==> src/rtl/shift_serializer.sv <==
// rtl/shift_serializer.sv - parallel-in, serial-out transmitter with valid/ready on both sides
module shift_serializer #(
  parameter int WIDTH = 8,
  parameter int CNT_W = $clog2(WIDTH)
) (
  input  logic             clk,
  input  logic             rst,
  input  logic [WIDTH-1:0] in_data,
  input  logic             in_dir,
  input  logic             in_valid,
  output logic             in_ready,
  output logic             ser_out,
  output logic             ser_valid,
  output logic             ser_last,
  input  logic             ser_ready
);

  typedef enum logic {S_IDLE, S_SEND} state_t;

  state_t           r_state;
  state_t           w_next;
  logic [WIDTH-1:0] r_sreg;
  logic [CNT_W-1:0] r_cnt;
  logic             r_dir;
  logic             w_accept;
  logic             w_beat;
  logic             w_last;

  assign w_last   = (r_state == S_SEND) && (r_cnt == CNT_W'(WIDTH - 1));
  assign w_accept = in_valid & in_ready;
  assign w_beat   = ser_valid & ser_ready;
  assign ser_out  = r_dir ? r_sreg[0] : r_sreg[WIDTH-1];
  assign ser_last = w_last;

  always_ff @(posedge clk) begin
    if (rst) begin
      r_state <= S_IDLE;
    end else begin
      r_state <= w_next;
    end
  end

  // A new word may only enter on the final beat, so the next word follows with no bubble.
  always_comb begin
    w_next    = r_state;
    in_ready  = 1'b0;
    ser_valid = 1'b0;
    case (r_state)
      S_IDLE: begin
        in_ready = ~rst;
        if (in_valid && !rst) begin
          w_next = S_SEND;
        end
      end
      S_SEND: begin
        ser_valid = 1'b1;
        in_ready  = ~rst & w_last & ser_ready;
        if (w_last && ser_ready && !in_valid) begin
          w_next = S_IDLE;
        end
      end
      default: w_next = S_IDLE;
    endcase
  end

  always_ff @(posedge clk) begin
    if (rst) begin
      r_sreg <= '0;
      r_cnt  <= '0;
      r_dir  <= 1'b0;
    end else if (w_accept) begin
      r_sreg <= in_data;
      r_dir  <= in_dir;
      r_cnt  <= '0;
    end else if (w_beat) begin
      r_sreg <= r_dir ? (r_sreg >> 1) : (r_sreg << 1);
      r_cnt  <= w_last ? '0 : r_cnt + CNT_W'(1);
    end
  end

endmodule
==> config.mk <==
export PLATFORM = sky130hd
export DESIGN_NAME = shift_serializer
export DESIGN_NICKNAME = d
export VERILOG_FILES = /design/src/rtl/shift_serializer.sv
export SDC_FILE = /design/constraint.sdc
export NUM_CORES = 1
export LEC_CHECK = 0
export CAP_MARGIN = 20
export CORE_AREA = 10 10 51 53
export DETAILED_ROUTE_END_ITERATION = 6
export DIE_AREA = 0 0 61 63
export GPL_ROUTABILITY_DRIVEN = 0
export HOLD_SLACK_MARGIN = 0.05
export PLACE_DENSITY_LB_ADDON = 0.12
export SLEW_MARGIN = 10
export SYNTH_ARGS = -nofsm -noshare
export SYNTH_HDL_FRONTEND = slang
export SYNTH_SLANG_ARGS = --single-unit
==> constraint.sdc <==
create_clock -name clk -period 1.8 [get_ports clk]
set_input_delay 0.36 -clock clk [delete_from_list [all_inputs] [get_ports clk]]
set_output_delay 0.36 -clock clk [all_outputs]
set_load 0.005 [all_outputs]
==> metrics.log, run 1 <==
[metrics] number of warnings issued by yosys: 0
[metrics] number of buffers added on ports: 16
[metrics] clock insertion delay at the later pin of the skew report: 0.27 ns
[metrics] Slowest-stage cell, CP: clkdlybuf4s50_1
[metrics] cells taking the most area after synthesis: dfxtp_1, mux2i_1, a21oi_1
[metrics] area of the placeable core: 1650 um2
[metrics] overall track demand over capacity in global routing: 0.0907
[metrics] family with the most delay on the worst path: buffers and inverters
[metrics] I/O pin total: 17
[metrics] number of cells on the critical path: 2
[metrics] final hold slack: 0.507 ns
[metrics] biggest area consumer among synthesized cells: dfxtp_1
[metrics] share of final-layout standard cells stronger than drive strength 1: 0.255
[metrics] worst-case clock buffer depth: 2
[metrics] sum of overflow across all layers after global routing: 0
[metrics] total wire length after detailed routing: 1.69 mm
[metrics] ordered list of cells on the worst path: mux2_2 -> clkdlybuf4s50_1
[metrics] DRT iter0 DRCs: 4
[metrics] net count of the finished layout: 118
[metrics] Antenna Diode Count: 0
[metrics] ANT nets after route: 0
[metrics] period utilization: 0.966
[metrics] sum of negative setup slack: 0 ns
[metrics] sort of element at the end of the critical path: output port
[metrics] top cells by instance count after synthesis: a21oi_1, dfxtp_1, mux2i_1
[metrics] first-pass GRT wire length: 2.75 mm
[metrics] crit-path max cell delay: 0.44 ns
[metrics] most used flip-flop cell after synthesis: dfxtp_1
[metrics] H-tree levels: 1
[metrics] minimum clock period: 1.74 ns
[metrics] Final Setup Violations: 0
[metrics] Final Non-Filler Cells: 119
[metrics] EDFF count, synth: 0
[metrics] DRC: 0
[metrics] Clock transition at path regs: 0.07 ns
[metrics] starting density of the core: 0.442
[metrics] post-synth top area share: 0.356
[metrics] Crit Path Class: flop to output port
[metrics] result of the run: complete, no violations
[metrics] pin slew with the least headroom to its limit: 0.248 ns
[metrics] Pwr Total: 0.000641 W
[metrics] Net Count, Synth: 92
[metrics] TritonCTS clock tree: yes
[metrics] class of the tightest hold or removal check: flop to flop
[metrics] Worst Setup Start Kind: flop
[metrics] clock tree sinks: 13
[metrics] clock root buffer: clkbuf_4
[metrics] post-route clock skew: 0.000346 ns
[metrics] synth-to-layout area growth: 37.7%
[metrics] total iterations of the first detailed-routing run: 4
[metrics] maximum fanout along the worst path: 2
[metrics] worst hold path cell count: 2
[metrics] pin count of the biggest net entering global routing: 12
[metrics] Power Dens Cells: 637 nW/um2
[metrics] flip-flop and latch count after synthesis: 13
[metrics] peak ir drop on the vdd network: 528 uV
[metrics] average vias per placed instance: 5.54
[metrics] via count of the first global-routing pass: 610
[metrics] Crit path required time: 1.44 ns
[metrics] RSZ-0062 raised after global routing: no
[metrics] leakage power summed over all cells: 0.373 nW
[metrics] post-synthesis area per instance: 9.49 um2
[metrics] total via count after detailed routing: 659
[metrics] share of synthesized registers carrying an async set or reset: 0
[metrics] count of unique library cells instantiated by Yosys: 26
[metrics] initial antenna violation count: 0
[metrics] dpl hpwl: 1.27 mm
[metrics] # rows: 15
[metrics] final hold vios: 0
[metrics] Wirelength per Cell: 14.2 um
[metrics] Max Fclk: 575 MHz
[metrics] R2R setup slack: 0.20 ns
[metrics] count of maximum capacitance violations: 0
[metrics] area of the die: 3840 um2
[metrics] die width: 61 um
[metrics] crit path DAT: 1.38 ns
[metrics] total instance count after detailed placement: 113
[metrics] netlist area before placement: 731 um2
[metrics] remaining max-slew budget at the tightest pin: 0.833
[metrics] number of cell instances on the worst register-to-register path: 8
[metrics] Die Y: 63 um
[metrics] sum of buffers and inverters on the critical path: 1
[metrics] gate count of the mapped netlist: 77
[metrics] fraction of the yosys area taken by sequential cells: 0.356
[metrics] number of buffers created by CTS: 3
[metrics] max-slew violations: 0
## kinds of logic after synthesis
logic type,after synthesis,synth area share
AO/OA/AOI/OAI,26,0.276
AND/OR/NAND/NOR,22,0.159
flip-flops,13,0.356
multiplexers,9,0.125
buffers and inverters,5,0.0497
adder cells (fa/ha/maj),2,0.0342
## through the flow
step | cell area, um2 | utilization | setup slack (ns)
after global routing | 1010 | 0.609 | 0.00662
after floorplan | 731 | - | 0.398
after global placement | 936 | 0.567 | -0.114
after CTS | 976 | 0.591 | 0.0235
after detailed placement | 936 | 0.567 | -0.113
final | 1010 | 0.609 | 0.0619
## worst min-delay path: stages (launching register included)
cell and delay (ns):
dfxtp_1 0.34, nand2_1 0.08, a21boi_2 0.05
## state kept, by name, summed over array words and instances, names as in the netlist
register	count
r_sreg	8
r_dir	1
r_cnt	3
r_state	1
## layout make-up
type / count / area, um2
fillers: 154 / 646
multi-input cells: 59 / 459
flip-flops and latches: 13 / 265
repair buffers: 26 / 234
clock buffers: 4 / 26.3
well taps: 17 / 21.3
## timing repair
| action | in CTS | in global routing |
|---|---|---|
| gates cloned | 0 | 0 |
| pin swaps | 0 | 1 |
| gates resized for setup | 6 | 4 |
| hold buffers | 0 | 0 |
| setup buffers | 0 | 2 |
| endpoints found under the setup margin | 2 | 1 |
## report_power, final
part	switching (W)	total (W)	internal, W	leakage [nW]
Sequential	0.0000163	0.000322	0.000306	0.108
Combinational	0.0000607	0.000145	0.0000846	0.250
Clock	0.0000876	0.000173	0.0000857	0.0150
## path summary, 6_finish.rpt
path	from	endpoint
max	r_dir	ser_out
min reg2reg	r_cnt[2]	r_cnt[2]
min	r_cnt[2]	r_cnt[2]
max reg2reg	r_cnt[0]	r_sreg[3]
## placed cells by master, fill, tap and decap left out, types with 2 or more instances in the layout
master,count
nand3_1,2
nand2_1,5
buf_4,10
a21boi_2,2
dfxtp_1,11
clkdlybuf4s50_1,14
nor2_1,4
mux2i_1,8
clkbuf_4,3
nor3_1,4
a21oi_1,13
ha_4,2
a22o_1,6
## per-layer routing
layer	up-vias	GRT usage	wire, um
met4	0	0.0247	13
met5	-	0	0
met3	2	0.0407	104
met1	309	0.120	748
li1	334	-	-
met2	14	0.128	825
Power figures use the tool's default switching activity.
==> inputs of run 2 (changes only) <==
--- a/config.mk
+++ b/config.mk
@@ -12,6 +12,7 @@
 export GPL_ROUTABILITY_DRIVEN = 0
 export HOLD_SLACK_MARGIN = 0.05
 export PLACE_DENSITY_LB_ADDON = 0.12
+export RECOVER_POWER = 25
 export SLEW_MARGIN = 10
 export SYNTH_ARGS = -nofsm -noshare
 export SYNTH_HDL_FRONTEND = slang
==> metrics.log, run 2 (synthesized netlist as in run 1, its figures left out) <==
[metrics] Power Dens Cells: 640 nW/um2
[metrics] Wirelength per Cell: 14.2 um
[metrics] share of final-layout standard cells stronger than drive strength 1: 0.245
[metrics] Max Fclk: 575 MHz
[metrics] DRT iter0 DRCs: 4
[metrics] DRC: 0
[metrics] post-route clock skew: 0.000332 ns
[metrics] area of the placeable core: 1650 um2
[metrics] register name with the most flops: r_sreg
[metrics] crit-path max cell delay: 0.44 ns
[metrics] sort of element at the end of the critical path: output port
[metrics] family with the most delay on the worst path: buffers and inverters
[metrics] H-tree levels: 1
[metrics] crit path DAT: 1.38 ns
[metrics] sum of overflow across all layers after global routing: 0
[metrics] Crit path required time: 1.44 ns
[metrics] total iterations of the first detailed-routing run: 4
[metrics] I/O pin total: 17
[metrics] first-pass GRT wire length: 2.75 mm
[metrics] pin count of the biggest net entering global routing: 12
[metrics] number of cell instances on the worst register-to-register path: 8
[metrics] Antenna Diode Count: 0
[metrics] clock tree sinks: 13
[metrics] number of buffers created by CTS: 3
[metrics] final hold vios: 0
[metrics] peak ir drop on the vdd network: 526 uV
[metrics] minimum clock period: 1.74 ns
[metrics] final hold slack: 0.507 ns
[metrics] dpl hpwl: 1.27 mm
[metrics] most common cell after layout, fill and taps aside: clkdlybuf4s50_1
[metrics] total via count after detailed routing: 658
[metrics] worst-case clock buffer depth: 2
[metrics] leakage power summed over all cells: 0.372 nW
[metrics] pin slew with the least headroom to its limit: 0.248 ns
[metrics] result of the run: complete, no violations
[metrics] average vias per placed instance: 5.53
[metrics] max-slew violations: 0
[metrics] Crit Path Class: flop to output port
[metrics] overall track demand over capacity in global routing: 0.0907
[metrics] Die Y: 63 um
[metrics] number of filler cells placed in the layout: 157
[metrics] die width: 61 um
[metrics] count of maximum capacitance violations: 0
[metrics] sum of buffers and inverters on the critical path: 1
[metrics] Slowest-stage cell, CP: clkdlybuf4s50_1
[metrics] maximum fanout along the worst path: 2
[metrics] remaining max-slew budget at the tightest pin: 0.833
[metrics] Clock transition at path regs: 0.07 ns
[metrics] starting density of the core: 0.442
[metrics] combined flip-flop and latch cell area: 262 um2
[metrics] ordered list of cells on the worst path: mux2_2 -> clkdlybuf4s50_1
[metrics] number of buffers added on ports: 16
[metrics] total area of multi-input combinational cells: 458 um2
[metrics] initial antenna violation count: 0
[metrics] top flop regs: r_sreg x8, r_cnt x3
[metrics] sum of negative setup slack: 0 ns
[metrics] clock insertion delay at the later pin of the skew report: 0.27 ns
[metrics] number of cells on the critical path: 2
[metrics] net count of the finished layout: 118
[metrics] total wire length after detailed routing: 1.69 mm
[metrics] # rows: 15
[metrics] class of the tightest hold or removal check: flop to flop
[metrics] Final Setup Violations: 0
[metrics] area of the die: 3840 um2
[metrics] Largest register FFs: 8
[metrics] ANT nets after route: 0
[metrics] Worst Setup Start Kind: flop
[metrics] period utilization: 0.966
[metrics] synth-to-layout area growth: 37.0%
[metrics] worst hold path cell count: 2
[metrics] most frequent cells in the layout: clkdlybuf4s50_1, a21oi_1, dfxtp_1
[metrics] via count of the first global-routing pass: 610
[metrics] TritonCTS clock tree: yes
[metrics] clock root buffer: clkbuf_4
[metrics] Post-CTS Hold Buffers: 0
[metrics] RSZ-0062 raised after global routing: no
## run 2: cell count changes in the layout (fill, tap and decap cells not counted)
cell	previous run	this run
dfxtp_1	11	12
and2_2	0	1
dfxtp_4	1	0
and2_4	1	0
## run 2: path summary, 6_finish.rpt
check / end / startpoint / slack, ns
worst max-delay path: ser_out / r_dir / 0.06
worst min-delay path: r_cnt[2] / r_cnt[2] / 0.51
worst max register to register: r_sreg[3] / r_cnt[0] / 0.20
worst min register to register: r_cnt[2] / r_cnt[2] / 0.51
## run 2: tightest hold or removal path, stage by stage (launching register included)
cell	delay, ns
dfxtp_1	0.34
nand2_1	0.08
a21boi_2	0.05
## run 2: area by class of cell
| type | instances | share of cell area |
|---|---|---|
| multi-input cells | 59 | 0.457 |
| flip-flops and latches | 13 | 0.261 |
| repair buffers | 26 | 0.234 |
| clock buffers | 4 | 0.0263 |
| well taps | 17 | 0.0212 |
## run 2: per-stage QoR
stage                     power, W  cell area [um2]   util  setup slack (ns)  instances
after global placement    0.000470              936  0.567            -0.114        113
after detailed placement  0.000472              936  0.567            -0.113        113
after global routing      0.000686             1000  0.606           0.00541        119
final                     0.000640             1000  0.606            0.0617        119
after floorplan           0.000412              731      -             0.398         77
after CTS                 0.000649              976  0.591            0.0235        117
## run 2: per-layer routing
layer  routed length, um  up-vias  GRT usage  share of wire
li1                    -      335          -              -
met1                 752      307      0.120           0.44
met2                 819       14      0.128           0.48
met3                 104        2     0.0407          0.062
met4                  13        0     0.0247         0.0077
met5                   0        -          0              0
## run 2: timing repair
item                       in CTS  in global routing
setup buffers                   0                  2
pin swaps                       0                  1
resized for setup               6                  4
setup endpoints to repair       2                  1
## run 2: power by group
group	switching, W	leakage [nW]	internal, W	total, W
logic	0.0000605	0.249	0.0000839	0.000144
registers	0.0000163	0.107	0.000306	0.000323
clock network	0.0000877	0.0150	0.0000857	0.000173
total	0.000165	0.372	0.000476	0.000640
